## src/rtl/loader_pkg.sv

```systemverilog
// loader_pkg: shared state types and defaults for the UART ICCM loader
package loader_pkg;
  typedef enum logic {LOAD, RUN} ldr_state_e;
  typedef enum logic [1:0] {RX_IDLE, RX_START, RX_DATA, RX_STOP} rx_state_e;
  localparam logic [31:0] END_MARKER_DEFAULT = 32'h0000_0FFF;
endpackage

```

## src/rtl/loader_uart_rx.sv

```systemverilog
// loader_uart_rx: 8N1 receiver with synchroniser, start-glitch rejection and framing check
module loader_uart_rx
  import loader_pkg::*;
#(
  parameter int ClksPerBit = 16
) (
  input  logic       clk_i,
  input  logic       rst_ni,
  input  logic       rx,
  input  logic       flush,
  output logic       byte_valid,
  output logic [7:0] byte_data,
  output logic       frame_err
);
  localparam int CW = $clog2(ClksPerBit);
  localparam logic [CW-1:0] HALF = CW'(ClksPerBit / 2 - 1);
  localparam logic [CW-1:0] FULL = CW'(ClksPerBit - 1);
  logic [1:0] sync_q;
  logic rx_s;
  rx_state_e state;
  logic [CW-1:0] cnt;
  logic [2:0] bit_idx;
  logic [7:0] shift;
  logic stop_tick;
  assign rx_s = sync_q[1];
  assign stop_tick = state == RX_STOP && cnt == FULL && !flush;
  // Strobes are combinational so the top can register its write on the stop-sample edge
  assign byte_valid = stop_tick && rx_s;
  assign frame_err = stop_tick && !rx_s;
  assign byte_data = shift;
  always_ff @(posedge clk_i or negedge rst_ni) begin
    if (!rst_ni) begin
      sync_q <= 2'b11;
      state <= RX_IDLE;
      cnt <= '0;
      bit_idx <= '0;
      shift <= '0;
    end else begin
      sync_q <= {sync_q[0], rx};
      if (flush) begin
        state <= RX_IDLE;
        cnt <= '0;
      end else begin
        case (state)
          RX_IDLE: begin
            cnt <= '0;
            if (!rx_s) state <= RX_START;
          end
          RX_START:
            if (cnt == HALF) begin
              cnt <= '0;
              bit_idx <= '0;
              state <= rx_s ? RX_IDLE : RX_DATA;
            end else cnt <= cnt + 1'b1;
          RX_DATA:
            if (cnt == FULL) begin
              cnt <= '0;
              shift <= {rx_s, shift[7:1]};
              bit_idx <= bit_idx + 1'b1;
              if (bit_idx == 3'd7) state <= RX_STOP;
            end else cnt <= cnt + 1'b1;
          RX_STOP:
            if (cnt == FULL) begin
              cnt <= '0;
              state <= RX_IDLE;
            end else cnt <= cnt + 1'b1;
          default: state <= RX_IDLE;
        endcase
      end
    end
  end
endmodule

```

## src/rtl/iccm_uart_loader.sv

```systemverilog
// iccm_uart_loader: packs UART bytes into words, writes instruction memory, releases core on end marker
module iccm_uart_loader
  import loader_pkg::*;
#(
  parameter int DataWidth = 32,
  parameter int AddrWidth = 13,
  parameter int ClksPerBit = 16,
  parameter logic [DataWidth-1:0] EndMarker = DataWidth'(END_MARKER_DEFAULT),
  parameter bit LoadOnReset = 1'b1
) (
  input  logic                 clk_i,
  input  logic                 rst_ni,
  input  logic                 uart_rx_i,
  input  logic                 load_req_i,
  output logic                 mem_we_o,
  output logic [AddrWidth-1:0] mem_addr_o,
  output logic [DataWidth-1:0] mem_wdata_o,
  output logic                 core_rst_no,
  output logic                 done_o,
  output logic                 frame_err_o,
  output logic                 overflow_o
);
  localparam int NB = DataWidth / 8;
  localparam int BW = NB > 1 ? $clog2(NB) : 1;
  logic byte_valid, rx_ferr, word_last, done_q;
  logic [7:0] byte_data;
  ldr_state_e state;
  logic [BW-1:0] byte_cnt;
  logic [DataWidth-1:0] word, next_word;
  logic [AddrWidth-1:0] addr;
  loader_uart_rx #(.ClksPerBit(ClksPerBit)) u_rx (
    .clk_i(clk_i),
    .rst_ni(rst_ni),
    .rx(uart_rx_i),
    .flush(load_req_i),
    .byte_valid(byte_valid),
    .byte_data(byte_data),
    .frame_err(rx_ferr)
  );
  always_comb begin
    next_word = word;
    next_word[8*byte_cnt +: 8] = byte_data;
  end
  assign word_last = byte_cnt == BW'(NB - 1);
  assign core_rst_no = done_q;
  assign done_o = done_q;
  always_ff @(posedge clk_i or negedge rst_ni) begin
    if (!rst_ni) begin
      state <= LoadOnReset ? LOAD : RUN;
      done_q <= !LoadOnReset;
      byte_cnt <= '0;
      word <= '0;
      addr <= '0;
      mem_we_o <= 1'b0;
      mem_addr_o <= '0;
      mem_wdata_o <= '0;
      frame_err_o <= 1'b0;
      overflow_o <= 1'b0;
    end else begin
      mem_we_o <= 1'b0;
      if (load_req_i) begin
        state <= LOAD;
        done_q <= 1'b0;
        byte_cnt <= '0;
        word <= '0;
        addr <= '0;
        frame_err_o <= 1'b0;
        overflow_o <= 1'b0;
      end else begin
        if (rx_ferr) frame_err_o <= 1'b1;
        if (byte_valid && state == LOAD) begin
          word <= word_last ? '0 : next_word;
          byte_cnt <= word_last ? '0 : byte_cnt + 1'b1;
          if (word_last) begin
            if (next_word == EndMarker) begin
              state <= RUN;
              done_q <= 1'b1;
            end else begin
              mem_we_o <= 1'b1;
              mem_addr_o <= addr;
              mem_wdata_o <= next_word;
              // The last address is written once, then loading stops instead of wrapping
              if (addr == '1) begin
                overflow_o <= 1'b1;
                state <= RUN;
                done_q <= 1'b1;
              end else addr <= addr + 1'b1;
            end
          end
        end
      end
    end
  end
endmodule

```

## config.mk

```make
export PLATFORM = sky130hd
export DESIGN_NAME = iccm_uart_loader
export DESIGN_NICKNAME = d
export VERILOG_FILES = /design/src/rtl/loader_pkg.sv /design/src/rtl/loader_uart_rx.sv /design/src/rtl/iccm_uart_loader.sv
export SDC_FILE = /design/constraint.sdc
export NUM_CORES = 1
export LEC_CHECK = 0
export BUFFER_PORTS_ARGS = -buffer_cell sky130_fd_sc_hd__buf_2
export CAP_MARGIN = 5
export CORE_ASPECT_RATIO = 1.1
export CORE_MARGIN = 4
export CORE_UTILIZATION = 45
export DETAILED_ROUTE_END_ITERATION = 8
export PLACE_DENSITY = 0.69
export SLEW_MARGIN = 0
export SYNTH_ARGS = -nofsm -noshare
export SYNTH_HDL_FRONTEND = slang
export SYNTH_SLANG_ARGS = --single-unit
```

## constraint.sdc

```tcl
create_clock -name clk_i -period 3.4 [get_ports clk_i]
set_input_delay 0.68 -clock clk_i [delete_from_list [all_inputs] [get_ports clk_i]]
set_output_delay 0.68 -clock clk_i [all_outputs]
set_load 0.01 [all_outputs]
```

; After elaboration in Yosys (flattened, before gate mapping)
; Index checks and enable logic that the tools add are counted.
[classes]
n_addsub = 5
n_eq_ne = 18
n_shift = 2
muxes = 42
bitwise_logic = 3
reduce_logical = 22
[ops]
columns = cell, n
row1 = $mux W32, 3
row2 = $mux W13, 5
row3 = $neg A5 Y34, 1
row4 = $shift A8 B34 Y32 const A, 1
row5 = $shiftx A8 B34 Y32, 1
row6 = $bwmux W32, 1
row7 = $eq A32 B12 Y1 const B, 1
row8 = $mux W2, 10
row9 = $reduce_and A4 Y1, 4
row10 = $mux W1, 15
row11 = $add A13 B1 Y13 const B, 1
row12 = $eq A13 B13 Y1 const B, 1
row13 = $mux W4, 3
row14 = $pmux W4 S3, 1
row15 = $reduce_bool A2 Y1, 5
row16 = $ne A3 B2 Y1 const B, 3
row17 = $pmux W2 S4, 1
row18 = $eq A2 B2 Y1 const B, 3
row19 = $mux W3, 2
row20 = $ne A3 B3 Y1 const B, 2
row21 = $pmux W3 S2, 1
row22 = $reduce_and A3 Y1, 2
row23 = $logic_and A1 B1 Y1, 5
row24 = $reduce_and A5 Y1, 1
row25 = 14 further kinds, 19
[word_totals]
ff_bits = 115
inputBits = 4
out_inout_bits = 50
word_cells = 106

; Longest topological paths before layout
[logic_depth]
word_depth = 8
depth_mapped = 14
depth_no_buf = 10

; Hierarchy
; Synthesis repeated with hierarchy kept, for this count alone.
[unflattened]
cells_unflattened = 538
hier_area_um2 = 5602.9
[by_module_without_submodules]
columns = mod, n_inst, cells_each, area_per_inst_um2
row1 = iccm_uart_loader, 1, 462, 4645.7
row2 = loader_uart_rx, 1, 76, 957.2

; Least setup slack after synthesis
; No wires, ideal clock.
[synth_timing]
path_kind = reg2reg
start = register byte_cnt[0]
end = register mem_addr_o[10]
setup_time_ns = 0.127
arrival_ns = 2.880
slack_ns = 0.393
stages_incl_launch_ff = 13
synth_period_minus_slack_ns = 3.007
cell_sequence = dfrtp_1 -> buf_2 -> inv_1 -> ha_1 -> buf_6 -> nor3b_4 -> a32oi_1 -> a2111oi_2 -> nand3_1 -> o31ai_4 -> buf_6 -> buf_6 -> mux2_1
[synth_via]
elab_chain_cells = 6
[synth_rtl]
columns = item, line_no
row1 = start: declaration, iccm_uart_loader.sv:28  ; logic [BW-1:0] byte_cnt;
row2 = start signal: assignment, iccm_uart_loader.sv:73  ; byte_cnt <= word_last ? '0 : byte_cnt + 1'b1;
row3 = $neg A5 Y34, iccm_uart_loader.sv:42  ; next_word[8*byte_cnt +: 8] = byte_data;
row4 = $shiftx A8 B34 Y32 or $shift A8 B34 Y32 (tied branches), iccm_uart_loader.sv:42
row5 = $bwmux W32, iccm_uart_loader.sv:42
row6 = $eq A32 B12 Y1, iccm_uart_loader.sv:75  ; if (next_word == EndMarker) begin
row7 = $not A1 Y1 (no source line), n/a
row8 = $reduce_and A4 Y1 (no source line) (*), n/a
row9 = end signal: assignment, iccm_uart_loader.sv:80  ; mem_addr_o <= addr;
row10 = end: declaration, iccm_uart_loader.sv:16  ; output logic [AddrWidth-1:0] mem_addr_o,
; Mark *: on every way between the ends. The rest lies on a longest branch, timed or not.
; A chain may end at the register's enable or synchronous reset.

; Final worst setup path
[layout_timing]
start = register byte_cnt[1]
end = register mem_wdata_o[25]
[layout_via]
elab_chain_cells = 6
[layout_rtl]
columns = item, line_no
row1 = $neg A5 Y34, iccm_uart_loader.sv:42
row2 = $shiftx A8 B34 Y32 or $shift A8 B34 Y32 (tied branches), iccm_uart_loader.sv:42
row3 = $bwmux W32, iccm_uart_loader.sv:42
row4 = $eq A32 B12 Y1, iccm_uart_loader.sv:75
row5 = $not A1 Y1 (no source line), n/a
row6 = $reduce_and A4 Y1 (no source line), n/a
row7 = end signal: assignment, iccm_uart_loader.sv:81  ; mem_wdata_o <= next_word;
row8 = end: declaration, iccm_uart_loader.sv:17  ; output logic [DataWidth-1:0] mem_wdata_o,
; Parallel ways exist; a longest one is shown, timed or not.

==> results.toml <==
[pwr]
p_leak_nw = 3.08
worst_ir_drop_vdd_uv = 381
power_density_nw_per_um2 = 519
p_total_mw = 3.46

[worst_setup_path]
critPathMaxFanout = 35
crit_path_start_kind = "flop"
critPathKind = "reg -> reg"
critPathArrivalTime_ns = 3.47
max_stage_delay_ns = 0.41
crit_chain = "inv_1 > ha_2 > nor3b_4 > buf_4 > a32oi_1 > a2111oi_2 > nand3_1 > o31ai_4 > buf_12 > inv_2 > mux2_4"
end_kind = "flop"
cpMaxStageDelayCell = "dfrtp_1"
cp.required_ns = 3.69

[layout]
nFillCells = 1063
drive_gt1_share_pct = 21.5
diodes = 0
layout.cells.non_filler = 753
fin_nets = 605
final_area_sq_um = 6660
area_growth_pct = 19.1

[timing]
setup_slack_ns = 0.220
slew_headroom_pct = 52.7
rsz0062_at_grt = "false"
finalSetupTns_ns = 0
fmax_mhz = 314
slew_violations = 0
worst_slew_pin_slew_ns = 0.709
min_period_ns = 3.18
hold_viol = 0
setup_viol = 0
fin_skew_ns = 0.00787
fin_crit_sh_pct = 93.5

[placed_design]
gp_congestion = 0.902
dp_slack_ns = 0.0986
port_buffers = 53
dp.cells = 721
placed_cell_area_sq_um = 6020
dp_hpwl_um = 9060

[cts]
clock-sinks = 115
cts_buffers = 17
postCtsSetupRepairBufs = 0
max-clock-path-buffers = 2
htree_levels = 4
cts-root-buf = "clkbuf_16"
path_clk_slew_ns = 0.05
cts_tree = "done"
clock_latency_ns = 0.41

[synth]
yosysSeqAreaShare_pct = 51.5
synth-edff-count = 0
synth_warnings = 0
synthTopCellsByCount = "dfrtp_1, nand2_1, o21ai_0, a21oi_1, a22o_1"
synth_cell_types = 71
syn_area_sq_um = 5590
avgSynthCellArea_sq_um = 10.5
syn_inst = 532
synthTopCellsByArea = "dfrtp_1, nand2_1, a22o_1"
yosysTopAreaCellShare_pct = 50.6
synth_flop_cell = "dfrtp_1"
synth_nets = 551
ys_ff_latch = 115
async_reset_ff_share_pct = 100
post-synth-top-count-cell = "dfrtp_1"
synth_area_leader_cell = "dfrtp_1"

[route]
wirelength_um = 13200
viasPerCell = 5.80
post_drt_wl_per_cell_um = 17.5
dr.pass1.iters = 5
vias = 4369
drcViolationCount = 0
antenna_left = 0
detail_route.iter0.violations = 327

[grt]
grt_usage_pct = 19.1
grt_pass1_vias = 4325
gr-total-overflow = 0
antenna_found_initial = 0
grt_pass1_wl_um = 22200
grt_max_degree = 63

[floorplan]
rows = 42
die_y_um = 125
initial_core_util_pct = 46.3
die_x_um = 114
die_area_sq_um = 14300
io_pins = 54
core_sq_um = 12100

[min_path]
hp-class = "in -> async"

[job]
drv_cap = 0

[status]
outcome = "completed"
## layout make-up
cell class / instances / area, sq um / area share [%]
flip-flops and latches: 115 / 2880 / 43.3
multi-input cells: 366 / 2460 / 36.9
clock buffers: 21 / 450 / 6.76
repair buffers: 69 / 433 / 6.50
well taps: 154 / 193 / 2.89
clock inverters: 11 / 183 / 2.74
inverters: 17 / 63.8 / 0.958
## where the power goes
group / switching, mW / leakage, nW / internal (mW)
sequential: 0.0132 / 1.60 / 1.38
clock: 0.615 / 0.311 / 1.31
combinational: 0.0899 / 1.17 / 0.0464
## what timing repair did
action | 4_1_cts | 5_1_grt
resized for setup | 0 | 3
hold buffers | 0 | 0
endpoints found under the setup margin | 0 | 31
## layout by cell type, fill, tap and decap left out, types with 10 or more instances in the layout
master     Yosys  layout
nor2_1        22      22
ha_1          15      14
o21ai_1       19      19
buf_4          7      13
inv_1         15      15
mux2_2        12      12
o21ai_0       34      34
buf_2          7      52
a22o_1        23      23
clkbuf_16      0      17
nand2_1       61      61
a21oi_1       30      30
a22oi_1       10      10
dfrtp_1      113     113
nor2b_1       18      18
## per-layer routing
| layer | global-route usage, % | up-vias | wire, um |
|---|---|---|---|
| met4 | 7.55 | 0 | 349 |
| met2 | 30.4 | 133 | 6310 |
| li1 | - | 2043 | - |
| met3 | 2.82 | 32 | 609 |
| met5 | 0 | - | 0 |
| met1 | 26.3 | 2161 | 5940 |
## state kept, by name, indices dropped and copies added, names as in the netlist, 3 cells and up
register and flops:
word 32, mem_addr_o 13, u_rx.bit_idx 3, mem_wdata_o 32, u_rx.byte_data 8, addr 13, u_rx.cnt 4
## stage by stage
stage | hold slack [ns] | utilization [%]
3_3_place_gp | 0.346 | 49.8
3_5_place_dp | 0.351 | 49.8
2_1_floorplan | 0.345 | -
4_1_cts | 0.333 | 55.0
6_report | 0.308 | 55.1
5_1_grt | 0.363 | 55.1
## worst paths after layout
check / start / endpoint / slack, ns / depth (start not counted)
setup / recovery: byte_cnt[1] / mem_wdata_o[25] / 0.22 / 11
hold / removal: rst_ni / u_rx.bit_idx[0] / 0.31 / 1
setup reg to reg: byte_cnt[1] / mem_wdata_o[25] / 0.22 / 11
hold reg to reg: u_rx.sync_q[0] / u_rx.sync_q[1] / 0.36 / 0
max in group asynchronous: rst_ni / mem_wdata_o[30] / 2.34 / 2
min in group clk_i: u_rx.sync_q[0] / u_rx.sync_q[1] / 0.36 / 0
## cell families (layout without fill, tap and decap cells)
kind of cell / after synthesis / count (layout) / synth area share, %
adder cells (fa/ha/maj): 15 / 15 / 3.36
XOR/XNOR: 3 / 3 / 0.470
AO/OA/AOI/OAI: 156 / 156 / 18.8
AND/OR/NAND/NOR: 169 / 169 / 16.6
multiplexers: 23 / 23 / 4.74
flip-flops: 115 / 115 / 51.5
buffers and inverters: 51 / 118 / 4.59
## worst max-delay path, delay by kind of cell, from the launching register on
kind                       cells  cell delay [ns]
and+or+nand+nor                2             0.49
AOI/OAI and AO/OA              3             0.77
muxes                          1             0.31
adders and majority gates      1             0.36
buffers and inverters          4             0.72
DFF                            1             0.41
No activity file was read; power rests on OpenSTA's default activity.
